$ cat src/rtl/fwd_hazard_unit.sv
// Operand forwarding from p3/p4/p5 into p2 plus a load-use interlock FSM.
// Define FWD_HAZARD_STATS_EN to build the saturating forward/stall statistics counters.
module fwd_hazard_unit #(
    parameter int DATA_W   = 16,
    parameter int ADDR_W   = 3,
    parameter int NSRC     = 2,
    parameter int LOAD_LAT = 1
) (
    input  logic                     clock,
    input  logic                     reset,
    input  logic                     p2_valid,
    input  logic [NSRC*ADDR_W-1:0]   p2_rd_addr,
    input  logic [NSRC-1:0]          p2_src_used,
    input  logic [ADDR_W-1:0]        p3_wr_addr,
    input  logic [ADDR_W-1:0]        p4_wr_addr,
    input  logic [ADDR_W-1:0]        p5_wr_addr,
    input  logic                     p3_wr_en,
    input  logic                     p4_wr_en,
    input  logic                     p5_wr_en,
    input  logic [DATA_W-1:0]        p3_data,
    input  logic [DATA_W-1:0]        p4_data,
    input  logic [DATA_W-1:0]        p5_data,
    input  logic                     p3_is_load,
    input  logic                     flush,
    output logic [NSRC*DATA_W-1:0]   fwd_data,
    output logic [NSRC-1:0]          fwd_sel,
    output logic                     stall,
    output logic                     bubble_p3,
    output logic [15:0]              stat_fwd_cnt,
    output logic [15:0]              stat_stall_cnt,
    input  logic                     stat_clr
);

    typedef enum logic [0:0] {
        ST_IDLE  = 1'b0,
        ST_STALL = 1'b1
    } state_t;

    localparam logic [1:0] CNT_LOAD = 2'(LOAD_LAT - 1);

    state_t                  state_r;
    state_t                  state_nxt_s;
    logic [1:0]              cnt_r;
    logic [1:0]              cnt_nxt_s;
    logic [NSRC-1:0]         m3_s;
    logic [NSRC-1:0]         m4_s;
    logic [NSRC-1:0]         m5_s;
    logic [NSRC*DATA_W-1:0]  fwd_data_s;
    logic [NSRC-1:0]         fwd_sel_s;
    logic                    load_use_s;
    logic                    stall_s;

    // Per-source address match against each enabled in-flight destination
    always_comb begin
        m3_s = '0;
        m4_s = '0;
        m5_s = '0;
        for (int i = 0; i < NSRC; i++) begin
            if (p2_valid && p2_src_used[i]) begin
                m3_s[i] = p3_wr_en && (p2_rd_addr[i*ADDR_W +: ADDR_W] == p3_wr_addr);
                m4_s[i] = p4_wr_en && (p2_rd_addr[i*ADDR_W +: ADDR_W] == p4_wr_addr);
                m5_s[i] = p5_wr_en && (p2_rd_addr[i*ADDR_W +: ADDR_W] == p5_wr_addr);
            end else begin
                m3_s[i] = 1'b0;
                m4_s[i] = 1'b0;
                m5_s[i] = 1'b0;
            end
        end
    end

    // Youngest enabled producer wins; a load still in p3 shadows the older stages
    always_comb begin
        fwd_data_s = '0;
        fwd_sel_s  = '0;
        load_use_s = 1'b0;
        for (int i = 0; i < NSRC; i++) begin
            if (m3_s[i]) begin
                if (p3_is_load) begin
                    load_use_s = 1'b1;
                end else begin
                    fwd_sel_s[i]                      = 1'b1;
                    fwd_data_s[i*DATA_W +: DATA_W]    = p3_data;
                end
            end else if (m4_s[i]) begin
                fwd_sel_s[i]                          = 1'b1;
                fwd_data_s[i*DATA_W +: DATA_W]        = p4_data;
            end else if (m5_s[i]) begin
                fwd_sel_s[i]                          = 1'b1;
                fwd_data_s[i*DATA_W +: DATA_W]        = p5_data;
            end else begin
                fwd_sel_s[i]                          = 1'b0;
            end
        end
    end

    // Interlock state and remaining-stall counter
    always_ff @(posedge clock or posedge reset) begin
        if (reset) begin
            state_r <= ST_IDLE;
            cnt_r   <= 2'd0;
        end else begin
            state_r <= state_nxt_s;
            cnt_r   <= cnt_nxt_s;
        end
    end

    // Detection cycle stalls combinationally; STALL covers the remaining LOAD_LAT-1 cycles
    always_comb begin
        state_nxt_s = state_r;
        cnt_nxt_s   = cnt_r;
        stall_s     = 1'b0;
        case (state_r)
            ST_IDLE: begin
                if (flush) begin
                    state_nxt_s = ST_IDLE;
                    cnt_nxt_s   = 2'd0;
                end else if (load_use_s) begin
                    stall_s = 1'b1;
                    if (LOAD_LAT > 1) begin
                        state_nxt_s = ST_STALL;
                        cnt_nxt_s   = CNT_LOAD;
                    end else begin
                        state_nxt_s = ST_IDLE;
                        cnt_nxt_s   = 2'd0;
                    end
                end else begin
                    state_nxt_s = ST_IDLE;
                end
            end
            ST_STALL: begin
                if (flush) begin
                    state_nxt_s = ST_IDLE;
                    cnt_nxt_s   = 2'd0;
                end else begin
                    stall_s = 1'b1;
                    if (cnt_r == 2'd1) begin
                        state_nxt_s = ST_IDLE;
                        cnt_nxt_s   = 2'd0;
                    end else begin
                        cnt_nxt_s   = cnt_r - 2'd1;
                    end
                end
            end
            default: begin
                state_nxt_s = ST_IDLE;
                cnt_nxt_s   = 2'd0;
            end
        endcase
    end

    // Reset forces every output low immediately, including the combinational paths
    assign fwd_data  = reset ? '0 : fwd_data_s;
    assign fwd_sel   = reset ? '0 : fwd_sel_s;
    assign stall     = reset ? 1'b0 : stall_s;
    assign bubble_p3 = stall;

`ifdef FWD_HAZARD_STATS_EN
    logic [15:0] stat_fwd_r;
    logic [15:0] stat_stall_r;

    function automatic logic [15:0] sat_add16(input logic [15:0] a, input logic [15:0] b);
        logic [16:0] sum;
        sum = {1'b0, a} + {1'b0, b};
        if (sum[16]) begin
            sat_add16 = 16'hFFFF;
        end else begin
            sat_add16 = sum[15:0];
        end
    endfunction

    function automatic logic [15:0] popcount(input logic [NSRC-1:0] v);
        logic [15:0] c;
        c = 16'd0;
        for (int i = 0; i < NSRC; i++) begin
            c = c + {15'd0, v[i]};
        end
        return c;
    endfunction

    // Saturating statistics; clear dominates increment
    always_ff @(posedge clock or posedge reset) begin
        if (reset) begin
            stat_fwd_r   <= 16'd0;
            stat_stall_r <= 16'd0;
        end else if (stat_clr) begin
            stat_fwd_r   <= 16'd0;
            stat_stall_r <= 16'd0;
        end else if (stall_s) begin
            stat_stall_r <= sat_add16(stat_stall_r, 16'd1);
        end else begin
            stat_fwd_r   <= sat_add16(stat_fwd_r, popcount(fwd_sel_s));
        end
    end

    assign stat_fwd_cnt   = stat_fwd_r;
    assign stat_stall_cnt = stat_stall_r;
`else
    logic unused_stat_clr_s;
    assign unused_stat_clr_s = stat_clr;
    assign stat_fwd_cnt      = 16'd0;
    assign stat_stall_cnt    = 16'd0;
`endif

endmodule

$ cat config.mk
export PLATFORM = sky130hd
export DESIGN_NAME = fwd_hazard_unit
export DESIGN_NICKNAME = d
export VERILOG_FILES = /design/src/rtl/fwd_hazard_unit.sv
export SDC_FILE = /design/constraint.sdc
export NUM_CORES = 1
export LEC_CHECK = 0
export CAP_MARGIN = 40
export CORE_ASPECT_RATIO = 1.25
export CORE_MARGIN = 1.5
export CORE_UTILIZATION = 32
export CTS_BUF_LIST = sky130_fd_sc_hd__clkbuf_16
export CTS_CLUSTER_SIZE = 10
export DETAILED_ROUTE_END_ITERATION = 10
export PLACE_DENSITY_LB_ADDON = 0.08
export RECOVER_POWER = 25
export SYNTH_ARGS = -nofsm -noshare
export SYNTH_HDL_FRONTEND = slang
export SYNTH_SLANG_ARGS = --single-unit
export TNS_END_PERCENT = 1
$ cat constraint.sdc
create_clock -name clock -period 2.2 [get_ports clock]
set_input_delay 0.44 -clock clock [delete_from_list [all_inputs] [get_ports clock]]
set_output_delay 0.44 -clock clock [all_outputs]
set_load 0.02 [all_outputs]
# Word-level counts from Yosys, hierarchy flattened
# Index checks and enable logic that the tools add are counted.
# word_totals
register_bits	3
latch_bits	0
ram_bits	0
romBits	0
in_bits	74
out_inout_bits	68
wordCells	59
memories	0
# op_classes
add_sub_neg	1
n_mul	0
div_mod_pow	0
magnitude_cmp	0
n_eq_ne	8
shift	0
muxes	39
bitwise	1
reduce_logical	8
# ops
operator	count
16-bit two-way mux	7
32-bit two-way mux	1
1-bit two-way mux	23
3-bit equality test	6
2-bit two-way mux	5
1-bit logical AND	8
1-bit case mux with 2 select lines	2
2-bit case mux with 2 select lines	1
3-bit != test (second input constant)	1
2-bit by 1-bit equality test with 1-bit output (second input constant)	1
2-bit by 1-bit subtractor with 2-bit output (second input constant)	1
1-bit inverter	1

# Logic depth before layout (Yosys ltp)
# depth
word_depth	10
depth_mapped	6
ltp_nobuf	4

# Worst setup path before layout
# Ideal clock, no wire load.
# synth_path
kind	input port to output port
from	in p3_wr_addr[2]
to	out stall
t_arrival_ns	2.179
required_ns	1.760
path_slack_ns	-0.419
path_stages	5
path_buffers	1
cell_sequence	xor2_1 -> nor4_4 -> o21ai_0 -> a211oi_1 -> buf_4
# synth_via
elab_chain_len	10
word_cells_on_any_way	13
classes_between	eq/ne (2); mux (9); reduce/logical (2)
# synth_rtl
element	line	rtl
start: declaration	14	input logic [ADDR_W-1:0] p3_wr_addr,
3-bit equality test	60	m3_s[i] = p3_wr_en && (p2_rd_addr[i*ADDR_W +: ADDR_W] == p3_wr_addr);
1-bit logical AND	60	
1-bit two-way mux	59	if (p2_valid && p2_src_used[i]) begin
1-bit two-way mux	77	if (m3_s[i]) begin
1-bit two-way mux	78	if (p3_is_load) begin
1-bit two-way mux *	77	
1-bit two-way mux *	117	end else if (load_use_s) begin
1-bit two-way mux *	114	if (flush) begin
1-bit case mux with 2 select lines *	112	case (state_r)
1-bit two-way mux *	154	assign stall = reset ? 1'b0 : stall_s;
end: declaration	27	output logic stall,
# Every way passes the cells marked *; elsewhere a longest branch is shown, timed or not.

# Final worst setup path
# layout_path
from	in p2_rd_addr[3]
to	out fwd_data[27]
# layout_via
elab_chain_len	7
word_cells_on_any_way	13
classes_between	eq/ne (3); mux (7); reduce/logical (3)
# layout_rtl
element	line	rtl
start: declaration	12	input logic [NSRC*ADDR_W-1:0] p2_rd_addr,
3-bit equality test	62	m5_s[i] = p5_wr_en && (p2_rd_addr[i*ADDR_W +: ADDR_W] == p5_wr_addr);
1-bit logical AND	62	
1-bit two-way mux	59	
16-bit two-way mux	87	end else if (m5_s[i]) begin
16-bit two-way mux	84	end else if (m4_s[i]) begin
16-bit two-way mux *	77	
32-bit two-way mux *	152	assign fwd_data = reset ? '0 : fwd_data_s;
end: declaration	25	output logic [NSRC*DATA_W-1:0] fwd_data,
# Marked as above.

==> summary.md <==
| Metric | Value |
|---|---|
| Seq/Total Area, Yosys | under 10% |
| # nets final | approximately 430 |
| TritonCTS Buffers | 3 |
| Psw | 0.296 mW |
| CTS tree | done |
| Design area | about 3800 um^2 |
| Total GRT Usage | 24.2% |
| Reg area | around 75 um^2 |
| Skew-Pair Late Insertion Delay | roughly 0.22 ns |
| Detailed Route WL | 7360 um |
| Initial core utilization | between 30% and 40% |
| Maximum vdd drop | between 0.0004 and 0.0005 V |
| Hold Path Stages | 1 |
| Top Ports | 142 |
| Hold endpoint | cnt_r[1] |
| PD cells | 218 nW/um^2 |
| Total Power | approximately 0.83 mW |
| Clock transition at path regs | 0.03 ns |
| Final setup TNS | -3.36 ns |
| Cells after synthesis | between 150 and 200 |
| Drt wl/cell | roughly 18 um |
| HPWL reported at the end of detailed placement | approximately 4300 um |
| Req. time, crit path | approximately 1.8 ns |
| CP Max Fanout | 7 |
| Critical path, cell by cell | buf_12 -> xor2_4 -> nor4_4 -> bufbuf_16 -> buf_8 -> buf_12 -> a221oi_2 -> buf_4 |
| R2R Path End | cnt_r[1] |
| Final setup margin | -0.155 ns |
| Ant diodes | 0 |
| Hold Vio Cnt, Final | 0 |
| Tcrit/Tclk final | 107% |
| Most Frequent Cell on Critical Path | buf_12 |
| Port-buffer cells | 108 |
| Sw Share | a little over a third |
| Via/cell ratio | between 5 and 6 |
| 1st-iter DRT viols | 77 |
| Rel. slew slack | between 60% and 70% |
| Area Growth Syn to Fin | 137% |
| Failing checks | setup timing |
| CTS H-Tree Depth | 1 |
| Fmax | approximately 0.42 GHz |
| Fillers | 322 |
| Hold buffer count at CTS | 0 |
| Worst R2R Start | cnt_r[0] |
| Setup Skew | approximately 0.0020 ns |
| Commonest cells after routing, fill and taps aside | buf_4, clkdlybuf4s50_1, conb_1 |
| Initial antenna violation count | 0 |
| Tightest Hold Check Type | flip-flop to flip-flop |
| Post-DP Area | slightly below 3000 um^2 |
| DRC viols | 0 |
| Max incr delay on CP | approximately 0.37 ns |
| Share of cells above drive strength 1 | between 50% and 60% |
| DIE AREA | ~5500 um^2 |
| CP Class | input pin to primary output |
| Most common cell after layout, fill and taps aside | buf_4 |
| Area of the multi-input gates | around 1900 um^2 |
| Setup Viol. Count Final | 36 |
| Cell-internal power | approximately 0.54 mW |
| Clock Sinks | 3 |
| Die Span X | around 67 um |
| Routed Antenna Nets | 0 |
| Unrepaired setup endpoints after global routing | yes |
| Cell area after synthesis | around 1600 um^2 |
| Maximum buffer depth of the clock tree | 2 |
| Synth warn | 0 |
| Std-Cell Rows | 28 |
| Syn Area/Cell | 8.12 um^2 |
| Outcome | finished with violations |
| Crit-path slowest cell | nor4_4 |
| Clock network power share | approximately 34% |
| Max cap viols | 0 |
| First-pass GRT wire length | 10300 um |
| Comb power frac | about three fifths |
| Drt first pass iters | 4 |
| Lkg Pwr | roughly 1.5 nW |
| CTS root buffer | clkbuf_16 |
| Worst slew pin tran | 0.537 ns |
| Final Max Slew Viols | 0 |
| Post-synth cell types | 33 |
| Sequential share of power | ~6.7% |
| Hold path start | cnt_r[1] |
| Min Tclk post-route | around 2.4 ns |
| Worst Path Arrival | 1.92 ns |
| Vias in the first global route | 2107 |
| R2R depth | 2 |
| Crit. End Element | primary output |
| Vias after detailed routing | 2099 |
| DIE HEIGHT | between 80 and 90 um |
| RePlAce Congestion | about 0.79 |
| Core area | ~4800 um^2 |
| Largest net degree at the start of global routing | 21 |
| Crit path launch type | input pin |
| Total grt overflow | 0 |
| Setup slack, reg-to-reg | roughly 1.2 ns |
| Yosys reg bits | 3 |
power groups by stage:
| stage | registers [mW] | logic, mW | clock network, mW |
|---|---|---|---|
| 4_1_cts | 0.0556 | 0.436 | 0.288 |
| 3_5_place_dp | 0.0562 | 0.395 | 0 |
| 3_3_place_gp | 0.0562 | 0.393 | 0 |
| 2_1_floorplan | 0.0562 | 0.207 | 0 |
| 6_report | 0.0556 | 0.497 | 0.282 |
| 5_1_grt | 0.0555 | 0.524 | 0.296 |
layout make-up:
cell class                 instances  share of cell area, %
inverter                           3                  0.295
timing repair buffer             165                   44.5
clock buffer                       3                   1.96
multi-input combinational        176                   49.2
clock inverter                     1                 0.0982
sequential                         3                   1.96
tap                               60                   1.96
cells in the mapped netlist, drive strengths merged:
cell	count	area share, %
a22o	1	0.54
a21oi	16	5.4
a211oi	3	1.4
o21ai	2	0.85
nor3b	2	1.6
conb	1	0.23
and4	2	1.1
dfrtp	3	4.6
nor2	3	0.70
buf	44	20
a221oi	16	13
xor2	12	6.5
nor4	4	3.4
nand2b	16	6.2
nor3	3	0.93
nand4	1	0.39
ha	1	0.77
a32o	1	0.62
mux2i	16	9.9
and3	2	0.77
inv	3	0.70
o2bb2ai	16	8.7
nand3	20	6.2
xnor2	6	3.3
clkbuf	4	0.93
a41oi	1	0.54
per-layer routing:
metal  up-vias  wire (um)  global-route usage [%]
met3        13        442                    3.52
met5         -          0                       0
met2        95       4050                    47.6
met1       999       2740                    27.7
met4         0        136                    3.67
li1        992          -                       -
cell families (layout without fill, tap and decap cells):
| group | after synthesis | count (layout) | share of synthesized area (%) |
|---|---|---|---|
| AO/OA/AOI/OAI | 56 | 56 | 31.4 |
| AND/OR/NAND/NOR | 53 | 53 | 21.3 |
| buffers and inverters | 51 | 172 | 22.0 |
| XOR/XNOR | 18 | 18 | 9.76 |
| multiplexers | 16 | 16 | 9.91 |
| flip-flops | 3 | 3 | 4.65 |
| adder cells (fa/ha/maj) | 1 | 1 | 0.774 |
| other | 1 | 32 | 0.232 |
worst max-delay path: cells and delay by family:
kind	cells	cell delay, ns
buffers and inverters	5	0.87
AND/OR/NAND/NOR	1	0.37
XOR/XNOR	1	0.18
AO/OA/AOI/OAI	1	0.06
state kept, by name (all words and copies together) (netlist names):
register	flops
state_r	1
cnt_r	2
per-stage QoR:
step                util, %  setup WS, ns  instances  hold WS [ns]
finish                 79.6        -0.155        411         0.530
global placement       60.8         -1.06        388         0.512
detailed placement     60.8         -1.02        388         0.525
floorplan                 -       -0.0836        230         0.486
CTS                    71.1        -0.152        410         0.532
global route           79.6        -0.257        411         0.553
worst max-delay path by stage:
stage	from	to	slack (ns)	cells past startpoint
after global routing	p5_wr_addr[2]	fwd_data[27]	-0.26	8
final	p2_rd_addr[3]	fwd_data[27]	-0.16	8
after floorplan	p3_wr_addr[0]	stall	-0.08	5
after CTS	p2_rd_addr[5]	fwd_data[21]	-0.15	9
after global placement	p5_wr_addr[0]	fwd_data[5]	-1.06	8
after detailed placement	p5_wr_addr[0]	fwd_data[5]	-1.02	8
timing repair:
| action | in CTS | in global routing |
|---|---|---|
| setup buffers | 12 | 1 |
| endpoints found under the setup margin | 36 | 36 |
| pin swaps | 27 | 23 |
| resized for setup | 310 | 82 |
| gates cloned | 6 | 1 |
Power figures use the tool's default switching activity.
